## src/rtl/div_pkg.sv

```systemverilog
// Shared constants for the sequential restoring divider: FSM encodings, default width, counter sizing.
package div_pkg;

  localparam int N_DEF = 4;

  localparam logic [1:0] ST_IDLE = 2'd0;
  localparam logic [1:0] ST_RUN  = 2'd1;
  localparam logic [1:0] ST_DONE = 2'd2;

  // Iteration counter must hold 0..2N.
  function automatic int cnt_w(input int n);
    return $clog2(2 * n + 1);
  endfunction

  localparam int CNT_W_DEF = cnt_w(N_DEF);

endpackage

```

## src/rtl/div_step.sv

```systemverilog
// One combinational restoring-division iteration: shift in the next dividend bit, trial-subtract.
// Zero latency, no state, no flow control.
module div_step
  import div_pkg::*;
#(
  parameter int N = N_DEF
) (
  input  logic [N:0]   r_i,
  input  logic         dq_msb_i,
  input  logic [N-1:0] divisor_i,
  output logic [N:0]   r_o,
  output logic         q_bit_o
);

  logic [N:0] t;

  assign t = {r_i[N-1:0], dq_msb_i};

  // r_i[N] stands for the bit shifted out of t; when set, t is certainly >= divisor.
  assign q_bit_o = r_i[N] | (t >= {1'b0, divisor_i});
  assign r_o     = q_bit_o ? (t - {1'b0, divisor_i}) : t;

endmodule

```

## src/rtl/seq_divider.sv

```systemverilog
// Radix-2 restoring divider, one quotient bit per clock: 2N cycles to result (divide-by-zero: next cycle).
// Valid/ready on both sides; result held in DONE until out_ready, in_ready only while IDLE.
module seq_divider
  import div_pkg::*;
#(
  parameter int N = N_DEF
) (
  input  logic           clk,
  input  logic           rst,
  input  logic           in_valid,
  output logic           in_ready,
  input  logic [2*N-1:0] dividend,
  input  logic [N-1:0]   divisor,
  output logic           out_valid,
  input  logic           out_ready,
  output logic [2*N-1:0] quotient,
  output logic [N-1:0]   remainder,
  output logic           div_by_zero
);

  localparam int             CW   = cnt_w(N);
  localparam logic [CW-1:0]  LAST = CW'(2 * N - 1);

  logic [1:0]     state_q, state_d;
  logic [2*N-1:0] dq_q, dq_d;
  logic [2*N-1:0] quo_q, quo_d;
  logic [N:0]     r_q, r_d, r_nxt;
  logic [N-1:0]   dvs_q, dvs_d;
  logic [N-1:0]   rem_q, rem_d;
  logic           dbz_q, dbz_d;
  logic [CW-1:0]  cnt_q, cnt_d;
  logic           q_bit;

  div_step #(.N(N)) u_step (
    .r_i       (r_q),
    .dq_msb_i  (dq_q[2*N-1]),
    .divisor_i (dvs_q),
    .r_o       (r_nxt),
    .q_bit_o   (q_bit)
  );

  always_comb begin
    state_d = state_q;
    dq_d    = dq_q;
    r_d     = r_q;
    dvs_d   = dvs_q;
    cnt_d   = cnt_q;
    quo_d   = quo_q;
    rem_d   = rem_q;
    dbz_d   = dbz_q;
    case (state_q)
      ST_IDLE: begin
        if (in_valid) begin
          dvs_d = divisor;
          if (divisor == '0) begin
            state_d = ST_DONE;
            quo_d   = '1;
            rem_d   = dividend[N-1:0];
            dbz_d   = 1'b1;
          end else begin
            state_d = ST_RUN;
            dq_d    = dividend;
            r_d     = '0;
            cnt_d   = '0;
          end
        end
      end
      ST_RUN: begin
        dq_d  = {dq_q[2*N-2:0], q_bit};
        r_d   = r_nxt;
        cnt_d = cnt_q + CW'(1);
        if (cnt_q == LAST) begin
          state_d = ST_DONE;
          quo_d   = {dq_q[2*N-2:0], q_bit};
          rem_d   = r_nxt[N-1:0];
          dbz_d   = 1'b0;
        end
      end
      ST_DONE: begin
        // Result registers clear on the handshake so they read zero whenever out_valid is low.
        if (out_ready) begin
          state_d = ST_IDLE;
          quo_d   = '0;
          rem_d   = '0;
          dbz_d   = 1'b0;
        end
      end
      default: state_d = ST_IDLE;
    endcase
  end

  always_ff @(posedge clk) begin
    if (rst) begin
      state_q <= ST_IDLE;
      dq_q    <= '0;
      r_q     <= '0;
      dvs_q   <= '0;
      cnt_q   <= '0;
      quo_q   <= '0;
      rem_q   <= '0;
      dbz_q   <= 1'b0;
    end else begin
      state_q <= state_d;
      dq_q    <= dq_d;
      r_q     <= r_d;
      dvs_q   <= dvs_d;
      cnt_q   <= cnt_d;
      quo_q   <= quo_d;
      rem_q   <= rem_d;
      dbz_q   <= dbz_d;
    end
  end

  assign in_ready    = (state_q == ST_IDLE);
  assign out_valid   = (state_q == ST_DONE);
  assign quotient    = quo_q;
  assign remainder   = rem_q;
  assign div_by_zero = dbz_q;

endmodule
```

## config.mk

```make
export PLATFORM = sky130hd
export DESIGN_NAME = seq_divider
export DESIGN_NICKNAME = d
export VERILOG_FILES = /design/src/rtl/div_pkg.sv /design/src/rtl/div_step.sv /design/src/rtl/seq_divider.sv
export SDC_FILE = /design/constraint.sdc
export NUM_CORES = 1
export LEC_CHECK = 0
export BUFFER_PORTS_ARGS = -buffer_cell sky130_fd_sc_hd__buf_2
export CAP_MARGIN = 20
export CELL_PAD_IN_SITES_DETAIL_PLACEMENT = 0
export CELL_PAD_IN_SITES_GLOBAL_PLACEMENT = 2
export CORE_UTILIZATION = 30
export DETAILED_ROUTE_END_ITERATION = 16
export MAX_ROUTING_LAYER = met4
export PLACE_DENSITY_LB_ADDON = 0.1
export SYNTH_ARGS = -nofsm -noshare
export SYNTH_HDL_FRONTEND = slang
export SYNTH_SLANG_ARGS = --single-unit
```

## constraint.sdc

```tcl
create_clock -name clk -period 2.1 [get_ports clk]
set_clock_uncertainty 0.05 [all_clocks]
set_input_delay 0.105 -clock clk [delete_from_list [all_inputs] [get_ports clk]]
set_output_delay 0.105 -clock clk [all_outputs]
set_load 0.01 [all_outputs]
```

# Word-level counts from Yosys, hierarchy flattened
# Index checks and enable logic that the tools add are counted.
# word_totals
rom_bits	0
output_inout_bits	15
elab_cells	58
n_memories	0
latchBits	0
ff_bits	36
input_bits	16
ram_bits	0
# op_classes
div	0
eq_ne	8
multipliers	0
shift	0
bitwise_logic	1
n_addsub	2
n_lt_le_gt_ge	1
reduce_logical	8
mux	30
# op_table
cell	n
$mux W8	6
$mux W4	6
$pmux W8 S3	1
$pmux W8 S2	1
$mux W5	3
$pmux W4 S3	1
$pmux W5 S2	1
$mux W2	4
$pmux W4 S2	1
$ne A2 B2 Y1 const B	3
$pmux W2 S3	1
$reduce_and A3 Y1	2
$ge A5 B4 Y1	1
$reduce_and A5 Y1	1
$sub A5 B4 Y5	1
$add A4 B1 Y4 const B	1
$eq A4 B3 Y1 const B	1
$logic_not A4 Y1	1
$mux W1	4
$ne A2 B1 Y1 const B	2
$pmux W1 S3	1
$reduce_bool A3 Y1	1
$eq A2 B1 Y1 const B	1
$eq A2 B2 Y1 const B	1
other kinds (4)	4

# Logic depth before layout (Yosys ltp)
# Gate-level depths: netlist of the first run.
# logic_depth
depth_word	5
ltp_mapped	9
depth_no_buf	8

# By module
# A second synthesis of the first run with hierarchy kept.
# unflattened
hier_cells	232
area_unflattened_um2	1979.4
# modules_own_cells
mod	seq_area_each_um2	instances	area_per_inst_um2	cells_each
seq_divider	720.7	1	1682.9	198
div_step	0.0	1	296.5	34

# Worst setup path after synthesis of the first run
# Ideal clock, no wire load.
# synth_timing
path_type	register to register
startpoint	reg dvs_q[1]
endpoint	reg rem_q[0] (netlist: remainder[0])
path_buffers	0
arrival_ps	1847
period_less_slack_ps	1988
path_stages_with_launch	8
required_ps	1959
path_slack_ps	112
setup_ps	91
path_cell_list	dfxtp_1 inv_1 ha_1 nor2b_1 o311ai_2 nand3_2 or3_1 a311oi_1
# synth_between
elab_chain_len	5
# synth_lines
element	line_no	rtl
start, declared	seq_divider.sv:28	logic [N-1:0] dvs_q, dvs_d;
start signal, assigned	seq_divider.sv:106	dvs_q <= dvs_d;
$ge A5 B4 Y1	div_step.sv:20	assign q_bit_o = r_i[N] | (t >= {1'b0, divisor_i});
$or A1 B1 Y1	div_step.sv:20	
$mux W5	div_step.sv:21	assign r_o = q_bit_o ? (t - {1'b0, divisor_i}) : t;
$mux W4	seq_divider.sv:72	if (cnt_q == LAST) begin
$pmux W4 S3	seq_divider.sv:51	case (state_q)
end signal, assigned	seq_divider.sv:109	rem_q <= rem_d;
end, declared	seq_divider.sv:29	logic [N-1:0] rem_q, rem_d;
# Every way passes these cells. The select of a mux whose other input is x is not followed.
# A chain may end at the register's enable or synchronous reset.

# Worst setup path after layout of the first run
# layout_timing
startpoint	reg r_q[0]
endpoint	reg rem_q[0] (netlist: remainder[0])
# layout_between
elab_chain_len	5
# layout_lines
element	line_no	rtl
start, declared	seq_divider.sv:27	logic [N:0] r_q, r_d, r_nxt;
start signal, assigned	seq_divider.sv:105	r_q <= r_d;
$ge A5 B4 Y1	div_step.sv:20	
$or A1 B1 Y1	div_step.sv:20	
$mux W5	div_step.sv:21	
$mux W4	seq_divider.sv:72	
$pmux W4 S3	seq_divider.sv:51	
# Every way passes these cells. The select of a mux whose other input is x is not followed.

==> results of run 1 <==
## critical path, cell delays in order, from the launching register on
cell and delay, ns:
dfxtp_1 0.35, ha_1 0.33, nor2b_1 0.17, o311ai_2 0.27
nand3_2 0.12, or3_1 0.35, a311oi_1 0.24
## routing by layer
metal  track usage, %  vias to the layer above
li1                 -                      889
met1            23.90                      793
met2            25.50                       37
met3            4.157                        9
met4            5.893                        0
met5                -                        -
## repair_timing
action                                  CTS  global route
endpoints found under the setup margin    0             2
resized for setup                         0             2
hold endpoints to repair                  0             0
hold buffers                              0             0
## Yosys cell counts (2+ instances only)
master | instances | share of area [%]
nand3b_1 | 2 | 0.79
o32ai_1 | 3 | 1.4
nand2_1 | 24 | 4.8
dfxtp_1 | 36 | 38
nand3_1 | 10 | 2.7
nand4_1 | 2 | 0.66
or3_1 | 6 | 2.0
clkbuf_1 | 7 | 1.4
a311oi_1 | 2 | 0.93
a21oi_1 | 25 | 6.6
inv_1 | 12 | 2.4
nor3_1 | 5 | 1.3
o211ai_1 | 7 | 2.8
buf_2 | 2 | 0.53
o311a_1 | 2 | 1.1
a211oi_1 | 7 | 2.8
nor2_1 | 23 | 4.6
mux2i_1 | 4 | 2.1
o21ai_0 | 4 | 1.1
nor3_2 | 2 | 1.1
nor2b_1 | 2 | 0.66
ha_1 | 9 | 6.0
a22o_1 | 2 | 0.93
## logic make-up (layout without fill, tap and decap cells)
| family | after synthesis | in the layout |
|---|---|---|
| buffers and inverters | 24 | 63 |
| adder cells (fa/ha/maj) | 10 | 10 |
| XOR/XNOR | 2 | 2 |
| flip-flops | 36 | 36 |
| AO/OA/AOI/OAI | 63 | 63 |
| AND/OR/NAND/NOR | 83 | 83 |
| multiplexers | 5 | 5 |
## power groups by stage
stage / Combinational [mW] / Sequential (mW) / Clock, mW
2_1_floorplan: 0.705 / 0.946 / 0
3_3_place_gp: 1.14 / 0.916 / 0
3_5_place_dp: 1.13 / 0.917 / 0
4_1_cts: 1.13 / 0.901 / 0.706
5_1_grt: 1.26 / 0.919 / 0.740
6_report: 1.13 / 0.900 / 0.686
## area by class of cell
type	instances	area share, %
Clock buffer	7	4.167
Clock inverter	1	1.299
Inverter	12	1.948
Multi-Input combinational cell	163	46.10
Sequential cell	36	31.17
Tap cell	75	4.058
Timing Repair Buffer	43	11.26
## registers in the layout (all words and copies together) (netlist names)
| register | cells |
|---|---|
| r_q | 5 |
| remainder | 4 |
| dq_q | 8 |
| div_by_zero | 1 |
| dvs_q | 4 |
| state_q | 2 |
| cnt_q | 4 |
| quotient | 8 |
## worst paths after layout
kind,cells after the start,start,to
max,6,r_q[0],remainder[0]
min,3,divisor[3],dvs_q[3]
max reg2reg,6,r_q[0],remainder[0]
min reg2reg,2,quotient[6],quotient[6]
## through the flow
stage	area (sq um)	hold slack, ns	setup WS [ns]	std cells
global placement	2182	0.3501	0.1364	329
global route	2312	0.03262	0.01488	337
CTS	2308	0.03543	0.1178	337
finish	2312	0.04786	0.1253	337
floorplan	1888	0.2025	0.1124	223
detailed placement	2182	0.3506	0.1365	329
==> flow_summary.yaml, run 1 <==
route:
  met3_length_um: 199
  drc: 0
  viasPerCell: 5.128
  via_count: 1728
  first_iter_violations: 69
  route.top_layer_used: "met4"
  met1_length_mm: 2.625
  wl_per_cell_um: 15.06
  first_pass_iters: 4
  antenna_left: 0
  drt-total-wl_mm: 5.075
  met2_length_mm: 2.153
power:
  leakage_nw: 0.9246
  swShare_pct: 36.75
  power.total_mw: 2.711
  power.switching_mw: 0.9963
  p_per_area_nw_per_um2: 1173
  internal_power_mw: 1.715
  p_seq_share_pct: 33.2
  peakVddDrop_v: 0.0004535
  combPwrFrac_pct: 41.5
  p_clk_share_pct: 25.3
layout:
  utilization_pct: 38.60
  n_antenna_cell: 0
  final_nets: 287
  final_common_cell: "dfxtp_1"
  layout-drive-gt1-share_pct: 24.05
  seq_area_sq_um: 720.7
  multi_input_area_sq_um: 1066
  fillers: 630
  area_delta_synth_final_pct: 22.47
  mostFrequentLayoutCells: "dfxtp_1, buf_2, nand2_1, a21oi_1, nor2_1"
cts:
  root_buffer: "clkbuf_8"
  cts_buffers: 5
  clk_pin_slew_ns: 0.07
  cts_tree: "done"
  htree_levels: 2
  clk_latency_ns: 0.29
  clockBufferDepth: 2
  post_cts_buffers: 0
  clock_sinks: 36
worst_setup_path:
  end_kind: "flip-flop"
  worstSetupPathType: "flip-flop to flip-flop"
  required_ns: 2.25
  critical_path_peak_fanout: 4
  critPathLaunchType: "flip-flop"
  reg2reg_slack_ns: 0.13
  cp.arrival_ns: 2.13
sta:
  finalSetupViolations: 0
  finalSetupTns_ns: 0
  tightestPinTransition_ns: 0.4784
  drv_slew: 0
  clock.fmax_ghz: 0.5064
  period_share_pct: 94.03
  slew_headroom_pct: 68.11
  layout_min_cycle_time_ns: 1.975
  hold_violations: 0
  rsz0062_at_grt: "no"
synth:
  ys_ff_latch: 36
  synth_compound_area_share_pct: 23.39
  synthCells: 223
  synth_area_sq_um: 1888
  synth-edff-count: 0
  seq_area_frac_synth_pct: 38.17
  synth_xor_area_share_pct: 0.9278
  async_flop_share_pct: 0
  yosys_warnings: 0
  synth_fa_ha_area_share_pct: 7.025
  synth_mux_area_share_pct: 2.717
  synth_top_flop_cell: "dfxtp_1"
  ys_types: 48
  avgSynthCellArea_sq_um: 8.467
  synth_top_family_by_area: "compound AO/OA/AOI/OAI gates"
  synth_nets: 249
  synth-simple-area-share_pct: 22.20
job:
  cap_violations: 0
grt:
  grt-ovfl-total: 0
  grt_usage_pct: 17.66
  grt_pass1_wl_mm: 8.369
  antenna_found_initial: 0
  grt_max_degree: 20
  grt_pass1_vias: 1631
die:
  die_h_um: 81.33
  die_area_sq_um: 6615
  fp-row-count: 28
  core_sq_um: 5991
  die_w_um: 81.33
  start_util_pct: 31.52
  io_pins: 31
placed_design:
  placement.io_buffers: 30
  gp_congestion: 0.8132
  dp_hpwl_mm: 3.770
run_status:
  status: "finished clean"
worst_hold_path:
  hold_class: "input port to flip-flop"
(Power assumes the default switching activity.)
==> inputs of run 2 (changes only) <==
--- a/config.mk
+++ b/config.mk
@@ -9,6 +9,7 @@
 export CAP_MARGIN = 20
 export CELL_PAD_IN_SITES_DETAIL_PLACEMENT = 0
 export CELL_PAD_IN_SITES_GLOBAL_PLACEMENT = 2
+export CORE_ASPECT_RATIO = 1.4
 export CORE_UTILIZATION = 30
 export DETAILED_ROUTE_END_ITERATION = 16
 export MAX_ROUTING_LAYER = met4
==> run 2 against run 1 <==
Against the previous run: total power decreased by 6.2%; first-iteration DRC count increased by 16%; final cell count increased by 0.30%; routed wire length increased by 0.61%; combinational power about the same; flip-flop and latch count unchanged; core utilization about the same; clock power decreased by 26%; sequential power about the same; largest power group unchanged; highest routed layer unchanged.
==> flow_summary.yaml, run 2 (synthesis gave the netlist of run 1 again) <==
layout:
  mostFrequentLayoutCells: "dfxtp_1, buf_2, a21oi_1, nand2_1, nor2_1"
  seq_area_sq_um: 720.7
  area_delta_synth_final_pct: 21.60
  layout-drive-gt1-share_pct: 25.37
  instances_no_fill: 338
  final_common_cell: "dfxtp_1"
  multi_input_area_sq_um: 1062
  final_nets: 293
  fillers: 656
  n_antenna_cell: 0
route:
  first_iter_violations: 80
  via_count: 1723
  drc: 0
  first_pass_iters: 4
  drt-total-wl_mm: 5.106
  wl_per_cell_um: 15.11
  antenna_left: 0
  viasPerCell: 5.098
sta:
  clock.fmax_ghz: 0.5023
  period_share_pct: 94.81
  layout_min_cycle_time_ns: 1.991
  drv_slew: 0
  finalSetupViolations: 0
  slew_headroom_pct: 73.77
  hold_violations: 0
  finalSetupTns_ns: 0
  tightestPinTransition_ns: 0.3935
  rsz0062_at_grt: "no"
power:
  combPwrFrac_pct: 44.6
  p_seq_share_pct: 35.5
  power.switching_mw: 1.003
  peakVddDrop_v: 0.0004202
  p_per_area_nw_per_um2: 1107
  swShare_pct: 39.46
  p_clk_share_pct: 19.9
  internal_power_mw: 1.539
  leakage_nw: 0.9326
worst_hold_path:
  hold_end: "dvs_q[3]"
  hold_class: "input port to flip-flop"
  worstHoldPathCells: 3
  min_from: "divisor[3]"
placed_design:
  placedCellCount: 329
  placement.io_buffers: 30
  gp_congestion: 0.8036
  dp_hpwl_mm: 3.908
worst_setup_path:
  worstSetupPathType: "flip-flop to flip-flop"
  required_ns: 2.26
  cp.arrival_ns: 2.15
  r2r_cells: 6
  end_kind: "flip-flop"
  r2r_start: "r_q[0]"
  critPathLaunchType: "flip-flop"
  reg2reg_slack_ns: 0.11
  critical_path_peak_fanout: 4
  reg2reg_to: "remainder[1]"
die:
  fp-row-count: 33
  core_sq_um: 5946
  die_h_um: 95.87
  start_util_pct: 31.76
  io_pins: 31
  die_w_um: 69.05
  die_area_sq_um: 6619
grt:
  grt_max_degree: 20
  grt-ovfl-total: 0
  grt_pass1_wl_mm: 8.790
  grt_usage_pct: 17.74
  antenna_found_initial: 0
  grt_pass1_vias: 1788
run_status:
  status: "finished clean"
cts:
  clock_sinks: 36
  cts_buffers: 5
  cts_tree: "done"
  clk_latency_ns: 0.29
  root_buffer: "clkbuf_8"
  clk_pin_slew_ns: 0.08
  htree_levels: 2
  post_cts_resize_count: 0
  cts_hold_buf: 0
  clockBufferDepth: 2
job:
  cap_violations: 0
==> run 2: cell types whose count changed in the layout (fill, tap and decap cells not counted) <==
| cell | delta |
|---|---|
| buf_4 | +7 |
| bufinv_16 | -1 |
| clkbuf_8 | -2 |
| a21oi_2 | -1 |
| a21oi_1 | +1 |
| o21ai_1 | -1 |
| o21ai_0 | +1 |
| clkinv_4 | +1 |
| clkinv_2 | +2 |
| buf_12 | -1 |
==> run 2: cell type report <==
| class | instances | area share [%] |
|---|---|---|
| Clock inverter | 3 | 0.8174 |
| Multi-Input combinational cell | 163 | 46.27 |
| Timing Repair Buffer | 49 | 12.75 |
| Tap cell | 70 | 3.815 |
| Inverter | 12 | 1.962 |
| Clock buffer | 5 | 2.997 |
| Sequential cell | 36 | 31.39 |
==> run 2: what timing repair did <==
action                                  in CTS  in global routing
endpoints found under the hold margin        0                  0
buffers inserted                             0                  1
endpoints found under the setup margin       0                  2
==> run 2: metal layers <==
metal	wire length, um	vias to the layer above	global-route usage, %
li1	-	888	-
met2	2637	31	32.44
met4	90	0	6.973
met3	145	7	3.560
met5	0	-	-
met1	2233	797	18.81
==> run 2: power by group through the flow <==
stage                     clock network [mW]  logic, mW  registers [mW]
final                                  0.506       1.13           0.903
after floorplan                            0      0.705           0.946
after global routing                   0.561       1.28           0.920
after CTS                              0.531       1.13           0.906
after global placement                     0       1.14           0.922
after detailed placement                   0       1.13           0.922
==> run 2: how the worst max path moves through the flow <==
stage | from | to | slack, ns | cells after the start
5_1_grt | r_q[0] | remainder[1] | 0.007 | 6
3_5_place_dp | r_q[0] | remainder[1] | 0.13 | 6
6_report | r_q[0] | remainder[1] | 0.11 | 6
4_1_cts | r_q[0] | remainder[1] | 0.11 | 6
3_3_place_gp | dvs_q[1] | remainder[0] | 0.14 | 7
2_1_floorplan | dvs_q[1] | remainder[0] | 0.11 | 7
==> run 2: metrics by stage <==
stage / util (%) / power (mW) / hold WS, ns / cell area [sq um] / worst slack, ns
final: 38.62 / 2.542 / 0.04726 / 2296 / 0.1091
after CTS: 38.49 / 2.571 / 0.03912 / 2288 / 0.1076
after floorplan: - / 1.651 / 0.2025 / 1888 / 0.1124
after detailed placement: 37.02 / 2.051 / 0.3553 / 2201 / 0.1287
after global placement: 37.02 / 2.065 / 0.3548 / 2201 / 0.1356
after global routing: 38.62 / 2.758 / 0.05891 / 2296 / 0.007102
==> run 2: critical path, stage by stage (launching register included) <==
cell,delay [ns]
dfxtp_1,0.35
ha_1,0.32
nor2b_1,0.17
o311ai_2,0.29
nand3_2,0.13
or3_1,0.37
a311oi_1,0.24
==> inputs of run 3 (changes only) <==
--- a/config.mk
+++ b/config.mk
@@ -9,7 +9,7 @@
 export CAP_MARGIN = 20
 export CELL_PAD_IN_SITES_DETAIL_PLACEMENT = 0
 export CELL_PAD_IN_SITES_GLOBAL_PLACEMENT = 2
-export CORE_ASPECT_RATIO = 1.4
+export CORE_ASPECT_RATIO = 0.5
 export CORE_UTILIZATION = 30
 export DETAILED_ROUTE_END_ITERATION = 16
 export MAX_ROUTING_LAYER = met4
==> run 3 against run 2 <==
Against the previous run: worst hold slack better by 0.0081 ns; design area increased by 3.5%; critical endpoint unchanged; flip-flop and latch count stayed put; largest power group unchanged; critical path type unchanged; fmax decreased by 0.46%; largest cell class unchanged; worst setup slack worse by 0.0092 ns; sequential share of layout area shrank 1.1 points; highest routed layer unchanged.
==> flow_summary.yaml, run 3 (synthesis gave the netlist of run 1 again) <==
run_status:
  status: "finished clean"
cts:
  clock_sinks: 36
  clk_latency_ns: 0.28
  clk_pin_slew_ns: 0.06
  cts_buffers: 5
  clockBufferDepth: 2
  cts_tree: "done"
  root_buffer: "clkbuf_16"
  cts_hold_buf: 0
  htree_levels: 2
power:
  peakVddDrop_v: 0.0003899
  p_per_area_nw_per_um2: 1181
  leakage_nw: 0.9516
  p_seq_share_pct: 32.2
  swShare_pct: 37.31
  internal_power_mw: 1.760
  p_clk_share_pct: 26.3
  power.switching_mw: 1.047
  combPwrFrac_pct: 41.5
layout:
  layout-drive-gt1-share_pct: 26.79
  fillers: 634
  mostFrequentLayoutCells: "dfxtp_1, buf_2, a21oi_1, nand2_1, nor2_1"
  n_antenna_cell: 0
  final_nets: 290
  stdcell_area_sq_um: 2376
  seq_area_sq_um: 720.7
  final_common_cell: "dfxtp_1"
  area_delta_synth_final_pct: 25.84
  multi_input_area_sq_um: 1091
worst_setup_path:
  critical_path_peak_fanout: 4
  worstSetupPathType: "flip-flop to flip-flop"
  end_kind: "flip-flop"
  slowest_stage: "or3_1"
  required_ns: 2.25
  critPathMaxStageDelay_ns: 0.39
  critPathLaunchType: "flip-flop"
  cp.arrival_ns: 2.15
  path_cells: "inv_1 > ha_1 > nor2b_2 > o311ai_2 > nand3_2 > or3_1 > a311oi_2"
sta:
  layout_min_cycle_time_ns: 2.000
  finalSetupTns_ns: 0
  tightestPinTransition_ns: 0.3916
  finalSetupViolations: 0
  clock.fmax_ghz: 0.5000
  slew_headroom_pct: 73.70
  hold_violations: 0
  drv_slew: 0
  period_share_pct: 95.24
die:
  start_util_pct: 32.68
  die_h_um: 58.10
  fp-row-count: 19
  die_w_um: 114.2
  core_sq_um: 5777
  die_area_sq_um: 6634
  io_pins: 31
grt:
  antenna_found_initial: 0
  grt_pass1_vias: 1632
  grt_usage_pct: 17.85
  grt_pass1_wl_mm: 8.521
  grt_max_degree: 22
  grt-ovfl-total: 0
job:
  cap_violations: 0
placed_design:
  placement.io_buffers: 30
  place_area_sq_um: 2188
  dp_hpwl_mm: 3.844
  gp_congestion: 0.8092
route:
  first_pass_iters: 4
  via_count: 1742
  first_iter_violations: 71
  antenna_left: 0
  drt-total-wl_mm: 5.213
  drc: 0
  viasPerCell: 4.991
  wl_per_cell_um: 14.94
worst_hold_path:
  hold_class: "input port to flip-flop"
[run 3: area by class of cell]
class | instances | area share [%]
sequential | 36 | 30.33
clock buffer | 5 | 5.266
clock inverter | 3 | 0.7899
timing repair buffer | 46 | 11.37
inverter | 12 | 1.896
multi-input combinational | 163 | 45.92
tap | 84 | 4.423
[run 3: worst paths after layout]
check | slack [ns] | cells past startpoint | from | end
worst max register to register | 0.1 | 7 | dvs_q[1] | remainder[1]
worst min-delay path | 0.06 | 3 | divisor[3] | dvs_q[3]
worst max-delay path | 0.1 | 7 | dvs_q[1] | remainder[1]
worst min register to register | 0.40 | 2 | quotient[3] | quotient[3]
[run 3: critical path: cells and delay by family, from the launching register on]
family	cells	cell delay (ns)
buffers and inverters	1	0.05
AOI/OAI and AO/OA	2	0.49
DFF	1	0.32
adders and majority gates	1	0.28
and+or+nand+nor	3	0.73
[run 3: metrics by stage]
step	utilization [%]	total power [mW]	hold WS (ns)	instances	setup WS (ns)
3_3_place_gp	37.88	2.017	0.3448	339	0.1615
5_1_grt	41.13	3.016	0.06316	349	-0.01013
2_1_floorplan	-	1.651	0.2025	223	0.1124
3_5_place_dp	37.88	2.024	0.3478	339	0.1200
6_report	41.13	2.807	0.05535	349	0.09991
4_1_cts	40.37	2.776	0.05147	347	0.1020
[run 3: power by group through the flow]
stage	Clock [mW]	Combinational, mW	Sequential [mW]
floorplan	0	0.705	0.946
global placement	0	1.10	0.917
detailed placement	0	1.10	0.921
CTS	0.761	1.11	0.906
global route	0.795	1.30	0.923
finish	0.738	1.17	0.904
[run 3: repair_timing]
item | in CTS | in global routing
endpoints found under the setup margin | 0 | 3
hold endpoints to repair | 0 | 0
resized for setup | 0 | 6
setup buffers | 0 | 2
[run 3: metal layers]
layer / wire, um / share of wire, % / global-route usage, %
met5: 0 / 0 / -
met4: 14 / 0.27 / 4.453
met3: 291 / 5.6 / 5.021
met2: 2205 / 42 / 25.80
met1: 2701 / 52 / 24.42
